===== config.mk =====
export PLATFORM = sky130hd
export DESIGN_NAME = wbs_addr_decoder
export DESIGN_NICKNAME = d
export VERILOG_FILES = /design/src/rtl/wbs_addr_decoder.sv
export SDC_FILE = /design/constraint.sdc
export NUM_CORES = 1
export LEC_CHECK = 0
export ABC_AREA = 1
export CAP_MARGIN = 0
export CORE_MARGIN = 5
export CORE_UTILIZATION = 42
export CTS_BUF_LIST = sky130_fd_sc_hd__clkbuf_16
export CTS_CLUSTER_SIZE = 24
export DETAILED_ROUTE_END_ITERATION = 8
export PLACE_DENSITY_LB_ADDON = 0.08
export SETUP_SLACK_MARGIN = 0.15
export SLEW_MARGIN = 20
export SYNTH_ARGS = -nofsm -noshare
export SYNTH_HDL_FRONTEND = slang
export SYNTH_SLANG_ARGS = --single-unit

===== constraint.sdc =====
create_clock -name wb_clk_i -period 2.3 [get_ports wb_clk_i]
set_input_delay 0.23 -clock wb_clk_i [delete_from_list [all_inputs] [get_ports wb_clk_i]]
set_output_delay 0.23 -clock wb_clk_i [all_outputs]
set_load 0.05 [all_outputs]

===== src/rtl/wbs_addr_decoder.sv =====
// Wishbone address decoder and response router: one master request is routed to the
// lowest-index matching slave, and exactly one registered ack/err pulse is returned.
module wbs_addr_decoder #(
  parameter int                        NUM_SLAVES = 4,
  parameter logic [32*NUM_SLAVES-1:0]  SLAVE_BASE = '0,
  parameter logic [32*NUM_SLAVES-1:0]  SLAVE_HIGH = '1,
  parameter int                        TIMEOUT    = 1023
) (
  input  logic                       wb_clk_i,
  input  logic                       wb_rst_i,
  input  logic                       wbm_cyc_i,
  input  logic                       wbm_stb_i,
  input  logic                       wbm_we_i,
  input  logic [1:0]                 wbm_sel_i,
  input  logic [31:0]                wbm_adr_i,
  input  logic [15:0]                wbm_dat_i,
  output logic [15:0]                wbm_dat_o,
  output logic                       wbm_ack_o,
  output logic                       wbm_err_o,
  output logic [NUM_SLAVES-1:0]      wbs_cyc_o,
  output logic [NUM_SLAVES-1:0]      wbs_stb_o,
  output logic                       wbs_we_o,
  output logic [1:0]                 wbs_sel_o,
  output logic [31:0]                wbs_adr_o,
  output logic [15:0]                wbs_dat_o,
  input  logic [16*NUM_SLAVES-1:0]   wbs_dat_i,
  input  logic [NUM_SLAVES-1:0]      wbs_ack_i,
  input  logic [NUM_SLAVES-1:0]      wbs_err_i,
  output logic                       timeout_o
);

  localparam int          IDX_W = (NUM_SLAVES > 1) ? $clog2(NUM_SLAVES) : 1;
  localparam logic [15:0] TMO   = 16'(TIMEOUT);

  typedef enum logic [1:0] {
    ST_IDLE  = 2'd0,
    ST_ISSUE = 2'd1,
    ST_WAIT  = 2'd2,
    ST_RESP  = 2'd3
  } state_t;

  state_t                  state_q, state_d;
  logic [15:0]             cnt_q, cnt_d;
  logic [IDX_W-1:0]        idx_q, idx_d;
  logic                    we_q, we_d;
  logic [1:0]              sel_q, sel_d;
  logic [31:0]             adr_q, adr_d;
  logic [15:0]             wdat_q, wdat_d;
  logic [15:0]             rdat_q, rdat_d;
  logic                    ack_q, ack_d;
  logic                    err_q, err_d;
  logic                    tmo_q, tmo_d;
  logic [NUM_SLAVES-1:0]   cyc_q, cyc_d;

  logic [NUM_SLAVES-1:0]   hit_vec_s;
  logic                    dec_hit_s;
  logic [IDX_W-1:0]        dec_idx_s;
  logic                    sel_ack_s;
  logic                    sel_err_s;
  logic [15:0]             sel_dat_s;

  // Address decode; scanning downward lets the lowest matching index win.
  always_comb begin
    hit_vec_s = '0;
    dec_idx_s = '0;
    for (int k = NUM_SLAVES - 1; k >= 0; k--) begin
      hit_vec_s[k] = (wbm_adr_i >= SLAVE_BASE[32*k +: 32]) &&
                     (wbm_adr_i <= SLAVE_HIGH[32*k +: 32]);
      dec_idx_s    = hit_vec_s[k] ? IDX_W'(k) : dec_idx_s;
    end
    dec_hit_s = |hit_vec_s;
  end

  assign sel_ack_s = wbs_ack_i[idx_q];
  assign sel_err_s = wbs_err_i[idx_q];
  assign sel_dat_s = wbs_dat_i[16*idx_q +: 16];

  // Next-state and registered-output computation.
  always_comb begin
    state_d = state_q;
    cnt_d   = cnt_q;
    idx_d   = idx_q;
    we_d    = we_q;
    sel_d   = sel_q;
    adr_d   = adr_q;
    wdat_d  = wdat_q;
    rdat_d  = rdat_q;
    ack_d   = 1'b0;
    err_d   = 1'b0;
    tmo_d   = 1'b0;
    cyc_d   = '0;
    case (state_q)
      ST_IDLE: begin
        if (wbm_cyc_i && wbm_stb_i) begin
          we_d   = wbm_we_i;
          sel_d  = wbm_sel_i;
          adr_d  = wbm_adr_i;
          wdat_d = wbm_dat_i;
          idx_d  = dec_idx_s;
          cnt_d  = 16'd0;
          if (dec_hit_s) begin
            state_d          = ST_ISSUE;
            cyc_d[dec_idx_s] = 1'b1;
          end else begin
            state_d = ST_RESP;
            err_d   = 1'b1;
          end
        end else begin
          state_d = ST_IDLE;
        end
      end
      ST_ISSUE, ST_WAIT: begin
        // cnt_q equals the response latency L in both ISSUE and WAIT.
        cnt_d = (cnt_q == 16'hFFFF) ? cnt_q : cnt_q + 16'd1;
        if (sel_err_s) begin
          err_d   = 1'b1;
          state_d = ST_RESP;
        end else if (sel_ack_s) begin
          ack_d   = 1'b1;
          rdat_d  = we_q ? rdat_q : sel_dat_s;
          state_d = ST_RESP;
        end else if (cnt_q >= TMO) begin
          err_d   = 1'b1;
          tmo_d   = 1'b1;
          state_d = ST_RESP;
        end else begin
          state_d = ST_WAIT;
        end
      end
      ST_RESP: begin
        state_d = ST_IDLE;
      end
      default: begin
        state_d = ST_IDLE;
      end
    endcase
  end

  // State and output registers with synchronous active-low reset.
  always_ff @(posedge wb_clk_i) begin
    if (!wb_rst_i) begin
      state_q <= ST_IDLE;
      cnt_q   <= 16'd0;
      idx_q   <= '0;
      we_q    <= 1'b0;
      sel_q   <= 2'b00;
      adr_q   <= 32'd0;
      wdat_q  <= 16'd0;
      rdat_q  <= 16'd0;
      ack_q   <= 1'b0;
      err_q   <= 1'b0;
      tmo_q   <= 1'b0;
      cyc_q   <= '0;
    end else begin
      state_q <= state_d;
      cnt_q   <= cnt_d;
      idx_q   <= idx_d;
      we_q    <= we_d;
      sel_q   <= sel_d;
      adr_q   <= adr_d;
      wdat_q  <= wdat_d;
      rdat_q  <= rdat_d;
      ack_q   <= ack_d;
      err_q   <= err_d;
      tmo_q   <= tmo_d;
      cyc_q   <= cyc_d;
    end
  end

  assign wbm_dat_o = rdat_q;
  assign wbm_ack_o = ack_q;
  assign wbm_err_o = err_q;
  assign timeout_o = tmo_q;
  assign wbs_cyc_o = cyc_q;
  assign wbs_stb_o = cyc_q;
  assign wbs_we_o  = we_q;
  assign wbs_sel_o = sel_q;
  assign wbs_adr_o = adr_q;
  assign wbs_dat_o = wdat_q;

endmodule

======== Yosys cells after proc, flatten, opt, wreduce, memory -nomap -nowiden ========
Index checks and enable logic that the tools add are counted.
storage, ports and cells
  input port bits ......................... 127
  flip-flop bits (word level) ............. 92
  output and inout bits ................... 78
  logic and storage cells ................. 52
cells by class
  mux-type cells .......................... 17
  add/subtract/negate cells ............... 1
  reduce and logical (&&, ||, !) cells .... 10
  bitwise logic cells ..................... 4
  eq/ne operators ......................... 6
  magnitude comparators ................... 3
operator list
  cell                   count
  $ge 32x1->1 const B    1
  $le 32x32->1 const B   1
  $mux 16                2
  $pmux 16 s2            1
  $add 16x1->16 const B  1
  $eq 16x16->1 const B   1
  $ge 16x10->1 const B   1
  $mux 1                 10
  $pmux 2 s3             1
  $reduce_and 3->1       2
  $eq 2x2->1 const B     2
  $mux 2                 2
  $ne 2x2->1 const B     2
  $not 1->1              4
  $reduce_and 4->1       1
  $reduce_or 3->1        1
  $eq 2x1->1 const B     1
  $logic_and 1x1->1      2
  $logic_not 2->1        1
  $pmux 1 s2             1
  $reduce_and 2->1       1
  $reduce_bool 2->1      1
  $reduce_or 2->1        1

======== Depth between registers and ports, before layout ========
  depth after elaboration ................. 5
  mapped depth ............................ 10
  depth with buffers taken out ............ 10

======== Worst setup path before layout ========
Ideal clock, no wire load.
  path kind ............................... reg2reg
  start ................................... register state_q[0]
  end ..................................... register cnt_q[7]
  arrival ................................. 1.382 ns
  path slack .............................. 0.809 ns
  buffers on the path ..................... 1
  data required time ...................... 2.191 ns
  stages on the path, launching flop included .. 11
  clock period less this slack ............ 1.491 ns
  library setup time ...................... 0.109 ns
  cell sequence ........................... dfxtp_1 inv_1 ha_1 nand2_1 nor2_2 nand4_4 buf_6 nand3b_1 nand2_1 nand2_1 inv_1
on the way
  word-level cells in the longest chain between the ends .. 4
  elaborated cells on any way between the ends .. 9
  those cells by class .................... eq/ne: 4; mux: 1; reduce/logical: 4
RTL lines
  what                                                       line  RTL
  from (decl)                                                42    state_t state_q, state_d;
  from (signal assigned)                                     155   state_q <= state_d;
  $eq 2x1->1 or $eq 2x2->1 (tied branches)                   92    case (state_q)
  $reduce_or 2->1                                            92
  $ne 2x2->1 (no line) or $reduce_bool 2->1 (tied branches)  --
  $reduce_and 3->1 (no line)                                 --
  to (signal assigned)                                       156   cnt_q <= cnt_d;
  to (decl)                                                  43    logic [15:0] cnt_q, cnt_d;
Parallel ways exist; a longest one is shown, timed or not.
A chain may end at the register's enable or synchronous reset.

======== Worst setup path in the final report ========
  start ................................... register state_q[0]
  end ..................................... register cnt_q[14]
The elaborated chain is that of the path after synthesis.

==> impl_metrics.json <==
{
  "synthFlopType": "dfxtp_1",
  "drive_gt1_share_pct": 6.12,
  "grt_overflow_total": 0,
  "first_iter_violations": 110,
  "synth_area_leaders": "dfxtp_1 48%, o21ai_0 9.5%, a21oi_1 8.1%, inv_1 8.1%, nand2_1 7.0%",
  "cp-end-kind": "register",
  "die_height_microns": 104,
  "cts.htree.levels": 3,
  "port_buffers": 144,
  "critical_path_required_ns": 2.58,
  "post_cts_buffers": 0,
  "synth_common_cells": "89 x dfxtp_1, 80 x inv_1, 70 x o21ai_0",
  "tns_ns": 0,
  "finalSetupViolCount": 0,
  "worst_pin_slew_ns": 0.553,
  "wl_per_cell_microns": 13.1,
  "crit_fanout": 13,
  "yosysUniqueCellTypes": 30,
  "maxCapViolations": 0,
  "num-fill-cells": 768,
  "routed_via_density": 4.68,
  "antenna_cells": 0,
  "rows": 34,
  "cts_sinks": 89,
  "grt_max_degree": 105,
  "min_period_over_period_pct": 83.1,
  "slew_violations": 0,
  "core_sq_um": 8640,
  "path_class": "reg -> reg",
  "ys.warnings.count": 0,
  "nNetsFinal": 761,
  "final_hold_viol_count": 0,
  "synth.top_cell.area_share_pct": 48.3,
  "fin_skew_ns": 0.00720,
  "ioPinCount": 205,
  "synth_top_area_cell": "dfxtp_1",
  "fp.dieArea_sq_um": 10800,
  "critPathLaunchType": "register",
  "synth_area_sq_um": 3690,
  "fin_crit_ns": 1.91,
  "track_usage_pct": 17.8,
  "die_x_microns": 104,
  "hp-class": "in -> reg",
  "seqCellArea_sq_um": 1780,
  "clk_pin_slew_ns": 0.07,
  "cts_root_buf": "clkbuf_16",
  "antenna_found_initial": 0,
  "slew_headroom_pct": 63.0,
  "fmax_mhz": 523,
  "drc_errors": 0,
  "syn-instance-count": 498,
  "ir_drop_mv": 0.548,
  "ys_async_sr_fraction_pct": 0,
  "clock_path_buffers": 2,
  "dpl_worst_slack_ns": 0.403,
  "first_pass_iters": 4,
  "ctsResizeCount": 0,
  "synth.avg_cell_area_sq_um": 7.41,
  "post_dp_cell_area_sq_um": 5160,
  "fin_area_sq_um": 5450,
  "synthToLayoutAreaGrowth_pct": 47.7,
  "tritoncts": "yes",
  "synth_most_common_cell": "dfxtp_1",
  "gp_congestion": 0.829,
  "status": "finished, final reports clean",
  "finalWorstSetupSlack_ns": 0.388,
  "cts_made_buffers": 9,
  "grt_pass1_wl_microns": 15900,
  "synth-edff-count": 0,
  "ant_nets": 0,
  "totalWireLength_microns": 9740,
  "start_util_pct": 42.7,
  "hold_buffers": 0,
  "dpl.hpwl_microns": 7220,
  "clock_latency_ns": 0.34,
  "rsz0062_at_grt": "no",
  "dr_total_vias": 3490,
  "pwr_density_cell_nw_per_um2": 729,
  "yosys_register_bits": 89,
  "multi_input_area_sq_um": 1460,
  "grt_pass1_vias": 3360,
  "p_leak_nw": 2.11,
  "yosysSeqAreaShare_pct": 48.3,
  "cp.arrival_ns": 2.19
}
[logic make-up (layout without fill, tap and decap cells)]
logic type | after synthesis | in the layout | share of synthesized area, %
AO/OA/AOI/OAI | 134 | 134 | 18.7
XOR/XNOR | 1 | 1 | 0.237
adder cells (fa/ha/maj) | 2 | 2 | 0.678
buffers and inverters | 113 | 247 | 12.7
flip-flops | 89 | 89 | 48.3
other | 1 | 6 | 0.102
AND/OR/NAND/NOR | 158 | 158 | 19.2
[layer usage]
metal  part of all wire (%)  up-vias  GRT usage (%)
li1                       -     1830              -
met1                     40     1542           20.0
met2                     47      101           28.6
met3                     10       17           9.14
met4                    2.5        0           6.94
met5                      0        -              0
[through the flow]
stage                     hold WS (ns)  instances  total power [mW]  utilization, %
after floorplan                  0.308        503              2.27               -
after global placement           0.430        729              2.60            59.8
after detailed placement         0.435        729              2.61            59.8
after CTS                        0.334        745              4.02            63.1
after global routing             0.363        745              4.15            63.1
final                            0.339        745              3.97            63.1
[flip-flops by register name (all words and copies together) (netlist names)]
register	count
wbm_dat_o	16
cnt_q	16
wbs_adr_o	32
wbs_sel_o	2
wbm_ack_o	1
wbs_we_o	1
state_q	2
wbs_dat_o	16
timeout_o	1
wbs_cyc_o	1
wbm_err_o	1
[cell usage in the layout, fill, tap and decap left out, types with 2 or more instances in the layout]
| cell | Yosys | routed |
|---|---|---|
| nand4_1 | 2 | 2 |
| inv_8 | 0 | 2 |
| nor2_1 | 48 | 48 |
| nand3b_1 | 2 | 2 |
| nand2_4 | 2 | 2 |
| clkinv_2 | 1 | 2 |
| clkdlybuf4s50_1 | 0 | 143 |
| clkbuf_16 | 0 | 9 |
| inv_1 | 80 | 80 |
| nand2_1 | 69 | 69 |
| dfxtp_1 | 89 | 89 |
| nand3_2 | 3 | 3 |
| inv_2 | 2 | 2 |
| a21oi_1 | 60 | 60 |
| conb_1 | 1 | 6 |
| ha_1 | 2 | 2 |
| inv_6 | 0 | 2 |
| nor3_1 | 7 | 7 |
| o21ai_0 | 70 | 70 |
| nor2_2 | 5 | 5 |
| buf_4 | 9 | 3 |
| nand3_1 | 17 | 17 |
[worst max-delay path, stage by stage (launching register included)]
cell and delay, ns:
dfxtp_1 0.31, inv_1 0.04, ha_1 0.38, inv_2 0.12, o21ai_4 0.41, nand2_4 0.17, nor2_1 0.27, nand2_1 0.10
nand2_1 0.07
[worst paths after layout]
| check | start | to | slack (ns) | depth (start not counted) |
|---|---|---|---|---|
| worst min register to register | wbs_adr_o[2] | wbs_adr_o[2] | 0.44 | 2 |
| worst max-delay path | state_q[0] | cnt_q[14] | 0.39 | 8 |
| worst max register to register | state_q[0] | cnt_q[14] | 0.39 | 8 |
| worst min-delay path | wb_rst_i | wbs_adr_o[2] | 0.34 | 3 |
[power by group]
part	leakage, nW	switching (mW)	internal (mW)	total [mW]
combinational	1.24	0.563	0.328	0.891
sequential	0.727	0.0448	1.63	1.68
clock	0.140	0.648	0.755	1.40
total	2.11	1.26	2.72	3.97
[final cells by class]
cell class / count / share of cell area [%]
inverters: 83 / 5.74
well taps: 108 / 2.48
clock inverters: 7 / 1.12
flip-flops and latches: 89 / 32.7
repair buffers: 148 / 27.1
clock buffers: 9 / 4.13
multi-input cells: 301 / 26.7
Power figures use the tool's default switching activity.
